## config.mk

```make
export PLATFORM = sky130hd
export DESIGN_NAME = hex_tx_formatter
export DESIGN_NICKNAME = d
export VERILOG_FILES = /design/src/rtl/hex_tx_formatter.sv
export SDC_FILE = /design/constraint.sdc
export NUM_CORES = 1
export LEC_CHECK = 0
export BUFFER_PORTS_ARGS = -buffer_cell sky130_fd_sc_hd__buf_2
export CORE_ASPECT_RATIO = 1.1
export CORE_MARGIN = 2
export CORE_UTILIZATION = 54
export DETAILED_ROUTE_END_ITERATION = 10
export PLACE_DENSITY = 0.74
export SETUP_SLACK_MARGIN = 0.2
export SYNTH_ARGS = -nofsm -noshare
export SYNTH_HDL_FRONTEND = slang
export SYNTH_SLANG_ARGS = --single-unit
```

## constraint.sdc

```tcl
create_clock -name clk -period 2.4 [get_ports clk]
set_clock_uncertainty 0.1 [all_clocks]
set_input_delay 0.48 -clock clk [delete_from_list [all_inputs] [get_ports clk]]
set_output_delay 0.48 -clock clk [all_outputs]
set_load 0.02 [all_outputs]
```

## src/rtl/hex_tx_formatter.sv

```systemverilog
// rtl/hex_tx_formatter.sv - queues 32-bit values and prints each as "\n" plus 8 hex digits to a UART, with single-byte echo
module hex_tx_formatter #(
  parameter int FIFO_DEPTH = 4,
  parameter int LOWERCASE  = 1
) (
  input  logic        clk,
  input  logic        rst,
  input  logic [31:0] value,
  input  logic        value_valid,
  output logic        value_ready,
  input  logic [7:0]  echo_data,
  input  logic        echo_valid,
  output logic [7:0]  tx_data,
  output logic        new_tx_data,
  input  logic        tx_busy,
  output logic        busy,
  output logic [7:0]  drop_cnt
);
  localparam int AW = $clog2(FIFO_DEPTH);

  typedef enum logic [1:0] {IDLE, NL, DIG, HOLD} state_t;

  state_t      state;
  logic [31:0] mem [FIFO_DEPTH];
  logic [AW:0] wr_ptr, rd_ptr;
  logic [31:0] shift;
  logic [3:0]  count;
  logic        echo_pending;
  logic [7:0]  echo_byte;
  logic        full, empty, push, pop, echo_send;

  assign full        = (wr_ptr[AW] != rd_ptr[AW]) && (wr_ptr[AW-1:0] == rd_ptr[AW-1:0]);
  assign empty       = (wr_ptr == rd_ptr);
  assign value_ready = !full;
  assign push        = value_valid && !full;
  // IDLE acts only on a free transmitter, so values stay queued while it is blocked
  assign echo_send   = (state == IDLE) && !tx_busy && echo_pending;
  assign pop         = (state == IDLE) && !tx_busy && !echo_pending && !empty;
  assign busy        = (state != IDLE) || !empty || echo_pending;

  function automatic logic [7:0] hex_char(input logic [3:0] n);
    if (n < 4'd10) return 8'h30 + {4'h0, n};
    else if (LOWERCASE != 0) return 8'h57 + {4'h0, n};
    else return 8'h37 + {4'h0, n};
  endfunction

  always_ff @(posedge clk) begin
    if (push) mem[wr_ptr[AW-1:0]] <= value;
  end

  always_ff @(posedge clk) begin
    if (rst) begin
      wr_ptr <= '0;
      rd_ptr <= '0;
    end else begin
      if (push) wr_ptr <= wr_ptr + {{AW{1'b0}}, 1'b1};
      if (pop)  rd_ptr <= rd_ptr + {{AW{1'b0}}, 1'b1};
    end
  end

  always_ff @(posedge clk) begin
    if (rst) begin
      state       <= IDLE;
      shift       <= '0;
      count       <= '0;
      tx_data     <= '0;
      new_tx_data <= 1'b0;
    end else begin
      new_tx_data <= 1'b0;
      case (state)
        IDLE: begin
          if (echo_send) begin
            tx_data     <= echo_byte;
            new_tx_data <= 1'b1;
            count       <= '0;
            state       <= HOLD;
          end else if (pop) begin
            shift <= mem[rd_ptr[AW-1:0]];
            count <= 4'd8;
            state <= NL;
          end
        end
        NL: begin
          if (!tx_busy) begin
            tx_data     <= 8'h0A;
            new_tx_data <= 1'b1;
            state       <= HOLD;
          end
        end
        DIG: begin
          if (!tx_busy) begin
            tx_data     <= hex_char(shift[31:28]);
            new_tx_data <= 1'b1;
            shift       <= {shift[27:0], 4'h0};
            count       <= count - 4'd1;
            state       <= HOLD;
          end
        end
        // tx_busy rises one cycle after the strobe; skipping a cycle keeps us from re-sending on stale idle
        HOLD:    state <= (count != 4'd0) ? DIG : IDLE;
        default: state <= IDLE;
      endcase
    end
  end

  always_ff @(posedge clk) begin
    if (rst) begin
      echo_pending <= 1'b0;
      echo_byte    <= '0;
      drop_cnt     <= '0;
    end else if (echo_valid && (!echo_pending || echo_send)) begin
      echo_pending <= 1'b1;
      echo_byte    <= echo_data;
    end else begin
      if (echo_send) echo_pending <= 1'b0;
      if (echo_valid && drop_cnt != 8'hFF) drop_cnt <= drop_cnt + 8'd1;
    end
  end
endmodule

```

==> flow_metrics.py <==
metrics = {
    "run_status": {
        "outcome": "finished, final reports clean",
    },
    "yosys": {
        "number_of_instances_in_the_synthesized_netlist": 564,
        "synthesis.nets": 624,
        "seq_area_frac_synth_pct": 63.7,
        "post_synth_mux_area_share_pct": 13.9,
        "syn_area_um2": 8290,
        "synth_async_sr_flop_share_pct": 0,
        "netlist-cell-type-count": 54,
        "adder_cell_share_of_the_synthesized_area_pct": 2.26,
        "ys.warnings.count": 0,
        "synth_ff_type": "sky130_fd_sc_hd__edfxtp_1",
        "largest_family_of_logic_cells_by_synthesized_area": "multiplexers",
        "synth-edff-count": 128,
        "ys_ff_latch": 200,
        "post_synth_and_or_nand_nor_area_fraction_pct": 5.49,
        "postSynthAreaPerCell_um2": 14.7,
        "synth-xor-area-share_pct": 1.22,
        "share_of_the_synthesized_area_in_compound_gates_ao_oa_aoi_oai_pct": 10.3,
    },
    "drt": {
        "num_vias": 4947,
        "number_of_remaining_drc_errors": 0,
        "post_drt_via_cell_ratio": 5.84,
        "final_antenna_net_count": 0,
        "drt-initial-drc-count": 360,
        "wl_mm": 16.3,
        "wire_per_inst_um": 19.2,
        "dr.pass1.iters": 4,
    },
    "worst_hold_path": {
        "hold_path_class": "primary input to register",
        "holdCritStartpoint": "value[18]",
        "min_delay_path_depth": 1,
        "min_to": "mem[0][18]",
    },
    "placed_design": {
        "place.gp.congestion": 0.830,
        "dp_slack_ns": 0.257,
        "numPortBuffers": 63,
        "dpl_hpwl_mm": 10.4,
    },
    "worst_setup_path": {
        "worstPathArrival_ns": 1.58,
        "worstRegToRegCells": 9,
        "path_class": "register to primary output",
        "worst-path-max-fanout": 5,
        "reg2reg_slack_ns": 0.28,
        "crit_required_ns": 1.82,
        "worst_setup_ep_type": "primary output",
        "r2r-start": "state[0]",
        "reg2reg_to": "shift[0]",
        "worstSetupStartpointType": "register",
    },
    "sta": {
        "tightest_slew_ns": 0.597,
        "postLayoutSetupSlackWorst_ns": 0.238,
        "post-route-period-util_pct": 90.1,
        "setup_total_negative_slack_ns": 0,
        "final_max_slew_viols": 0,
        "timing.fmax_mhz": 462,
        "grt_setup_unrepaired": "true",
        "timing.max_slew.rel_slack_pct": 60.0,
        "finalCriticalPeriod_ns": 2.16,
        "report.final.setup_viol": 0,
        "timing_hold_violations_final": 0,
    },
    "power": {
        "power_leakage_nw": 3.40,
        "pwr-share-comb_pct": 21.8,
        "netSwitchingFraction_pct": 27.4,
        "clock_power_share_pct": 32.8,
        "post_layout_power_mw": 9.27,
        "power_density_nw_per_um2": 961,
        "seqPwrFrac_pct": 45.4,
        "cell_internal_pwr_mw": 6.73,
        "peakVddDrop_mv": 0.550,
        "switching_power_total_mw": 2.54,
    },
    "final_layout": {
        "nFillCells": 1092,
        "final_layout_size_suffix_gt1_share_pct": 28.2,
        "final_core_utilization_pct": 64.1,
        "multi_input_area_um2": 2830,
        "finalNetCount": 697,
        "synthToLayoutAreaGrowth_pct": 16.3,
        "register_area_um2": 5300,
    },
    "floorplan": {
        "initial_standard_cell_utilization_of_the_core_pct": 55.1,
        "core-area_um2": 15100,
        "num_rows": 47,
        "die_width_um": 122,
        "die_area_um2": 16400,
        "die_height_um": 134,
        "boundaryPins": 64,
    },
    "clocking": {
        "cts_tree": "built",
        "clock_sinks": 200,
        "clockBufferDepth": 2,
        "clkSlewWorstSetupHoldPaths_ns": 0.07,
        "cts-root-buf": "sky130_fd_sc_hd__clkbuf_16",
        "htree_num_levels": 4,
        "cts-buffers-inserted": 17,
        "clk_latency_ns": 0.43,
    },
    "job": {
        "maxCapViolCount": 0,
    },
    "grt": {
        "grt-ovfl-total": 0,
        "grt_antenna_before_repair": 1,
        "grt_util_met2_pct": 35.8,
        "grt_pass1_vias": 5113,
        "global_route.usage.met1_pct": 27.1,
        "grt.total_usage_pct": 21.2,
        "gr-max-usage-layer": "met2",
        "grt_pass1_wl_mm": 26.3,
        "global_route.usage.met3_pct": 4.17,
        "grt_start_max_net_pins": 41,
    },
}
synth_stat cells, types with 2 or more instances:
master	n	area share [%]
sky130_fd_sc_hd__xor2_2	3	0.59
sky130_fd_sc_hd__nor2_1	20	0.91
sky130_fd_sc_hd__buf_6	5	0.68
sky130_fd_sc_hd__mux2i_1	42	5.1
sky130_fd_sc_hd__mux4_2	32	8.7
sky130_fd_sc_hd__or3_1	4	0.30
sky130_fd_sc_hd__buf_2	10	0.60
sky130_fd_sc_hd__o41ai_1	3	0.32
sky130_fd_sc_hd__o21a_1	2	0.18
sky130_fd_sc_hd__clkbuf_1	14	0.63
sky130_fd_sc_hd__nor4_1	2	0.15
sky130_fd_sc_hd__ha_1	15	2.3
sky130_fd_sc_hd__nand4_1	3	0.23
sky130_fd_sc_hd__a2111oi_0	4	0.42
sky130_fd_sc_hd__or4_1	4	0.36
sky130_fd_sc_hd__nand2_1	16	0.72
sky130_fd_sc_hd__edfxtp_1	128	46
sky130_fd_sc_hd__nor3_1	8	0.48
sky130_fd_sc_hd__dfxtp_1	72	17
sky130_fd_sc_hd__nand3_1	6	0.36
sky130_fd_sc_hd__buf_4	3	0.27
sky130_fd_sc_hd__inv_1	17	0.77
sky130_fd_sc_hd__xnor2_1	6	0.63
sky130_fd_sc_hd__buf_1	2	0.091
sky130_fd_sc_hd__a21boi_0	2	0.18
sky130_fd_sc_hd__o311ai_0	3	0.32
sky130_fd_sc_hd__a21oi_1	51	3.1
sky130_fd_sc_hd__o21ai_0	13	0.78
sky130_fd_sc_hd__o31ai_1	31	2.8
sky130_fd_sc_hd__and2_1	5	0.38
sky130_fd_sc_hd__or3b_2	2	0.21
sky130_fd_sc_hd__nor2b_1	6	0.45
sky130_fd_sc_hd__a211oi_1	3	0.27
sky130_fd_sc_hd__nand2b_1	3	0.23
sky130_fd_sc_hd__a311oi_1	5	0.53
area by class of cell:
type | instances | share of cell area (%)
timing repair buffer | 88 | 5.86
sequential | 200 | 54.9
antenna | 1 | 0.0259
inverter | 18 | 0.700
multi-input combinational | 312 | 29.3
tap | 196 | 2.54
clock inverter | 9 | 1.39
clock buffer | 23 | 5.29
power groups by stage:
stage,Combinational [mW],Sequential (mW),Clock [mW]
2_1_floorplan,1.34,4.28,0
4_1_cts,2.00,4.20,3.09
5_1_grt,2.22,4.24,3.22
6_report,2.02,4.21,3.04
3_5_place_dp,1.92,4.27,0
3_3_place_gp,1.86,4.24,0
what timing repair did:
item                                    4_1_cts  5_1_grt
hold buffers                                  0        0
resized for setup                            10        8
hold endpoints to repair                      0        0
buffers inserted                              2        1
pin swaps                                     1        1
endpoints found under the setup margin        2       45
cell families (layout without fill, tap and decap cells):
family,after synthesis,in the layout
flip-flops,200,200
AO/OA/AOI/OAI,128,128
AND/OR/NAND/NOR,85,85
multiplexers,75,75
buffers and inverters,52,138
adder cells (fa/ha/maj),15,15
XOR/XNOR,9,9
other,0,1
critical path, stage by stage (launching register included):
cell and delay (ns):
sky130_fd_sc_hd__dfxtp_2 0.35, sky130_fd_sc_hd__xor2_2 0.22, sky130_fd_sc_hd__nor4_4 0.34, sky130_fd_sc_hd__inv_2 0.08, sky130_fd_sc_hd__buf_2 0.16
worst max path at each step:
stage / startpoint / end / cells after the start
final: rd_ptr[2] / busy / 4
after global routing: state[0] / shift[0] / 9
after detailed placement: wr_ptr[1] / mem[0][18] / 4
after floorplan: wr_ptr[0] / mem[3][0] / 3
after global placement: wr_ptr[1] / mem[0][18] / 4
after CTS: state[1] / busy / 6
flip-flops by register name (all words and copies together) (netlist names), named ones only:
signal        cells
count             4
rd_ptr            3
mem             128
wr_ptr            3
state             2
tx_data           8
drop_cnt          8
shift            32
new_tx_data       1
echo_byte         8
echo_pending      1
routing by layer:
layer  up-vias  wire length (um)
met5         -                 0
met4         0               277
met3        23               567
met2       105              8340
met1      2479              7080
li1       2340                 -
cells in the final DEF, fill, tap and decap left out, drive strengths merged, types with 8 or more instances in the layout:
cell,instances
edfxtp,128
buf,88
dfxtp,72
a21oi,51
mux2i,42
mux4,32
o31ai,31
clkbuf,23
nor2,20
inv,19
nand2,16
ha,15
o21ai,13
nor3,8
per-stage QoR:
step | std cells | hold WS, ns | area, um2
after floorplan | 564 | 0.334 | 8300
after global routing | 846 | 0.147 | 9650
after CTS | 845 | 0.142 | 9610
final | 847 | 0.157 | 9650
after global placement | 811 | 0.344 | 8920
after detailed placement | 811 | 0.358 | 8920
Power figures use the tool's default switching activity.
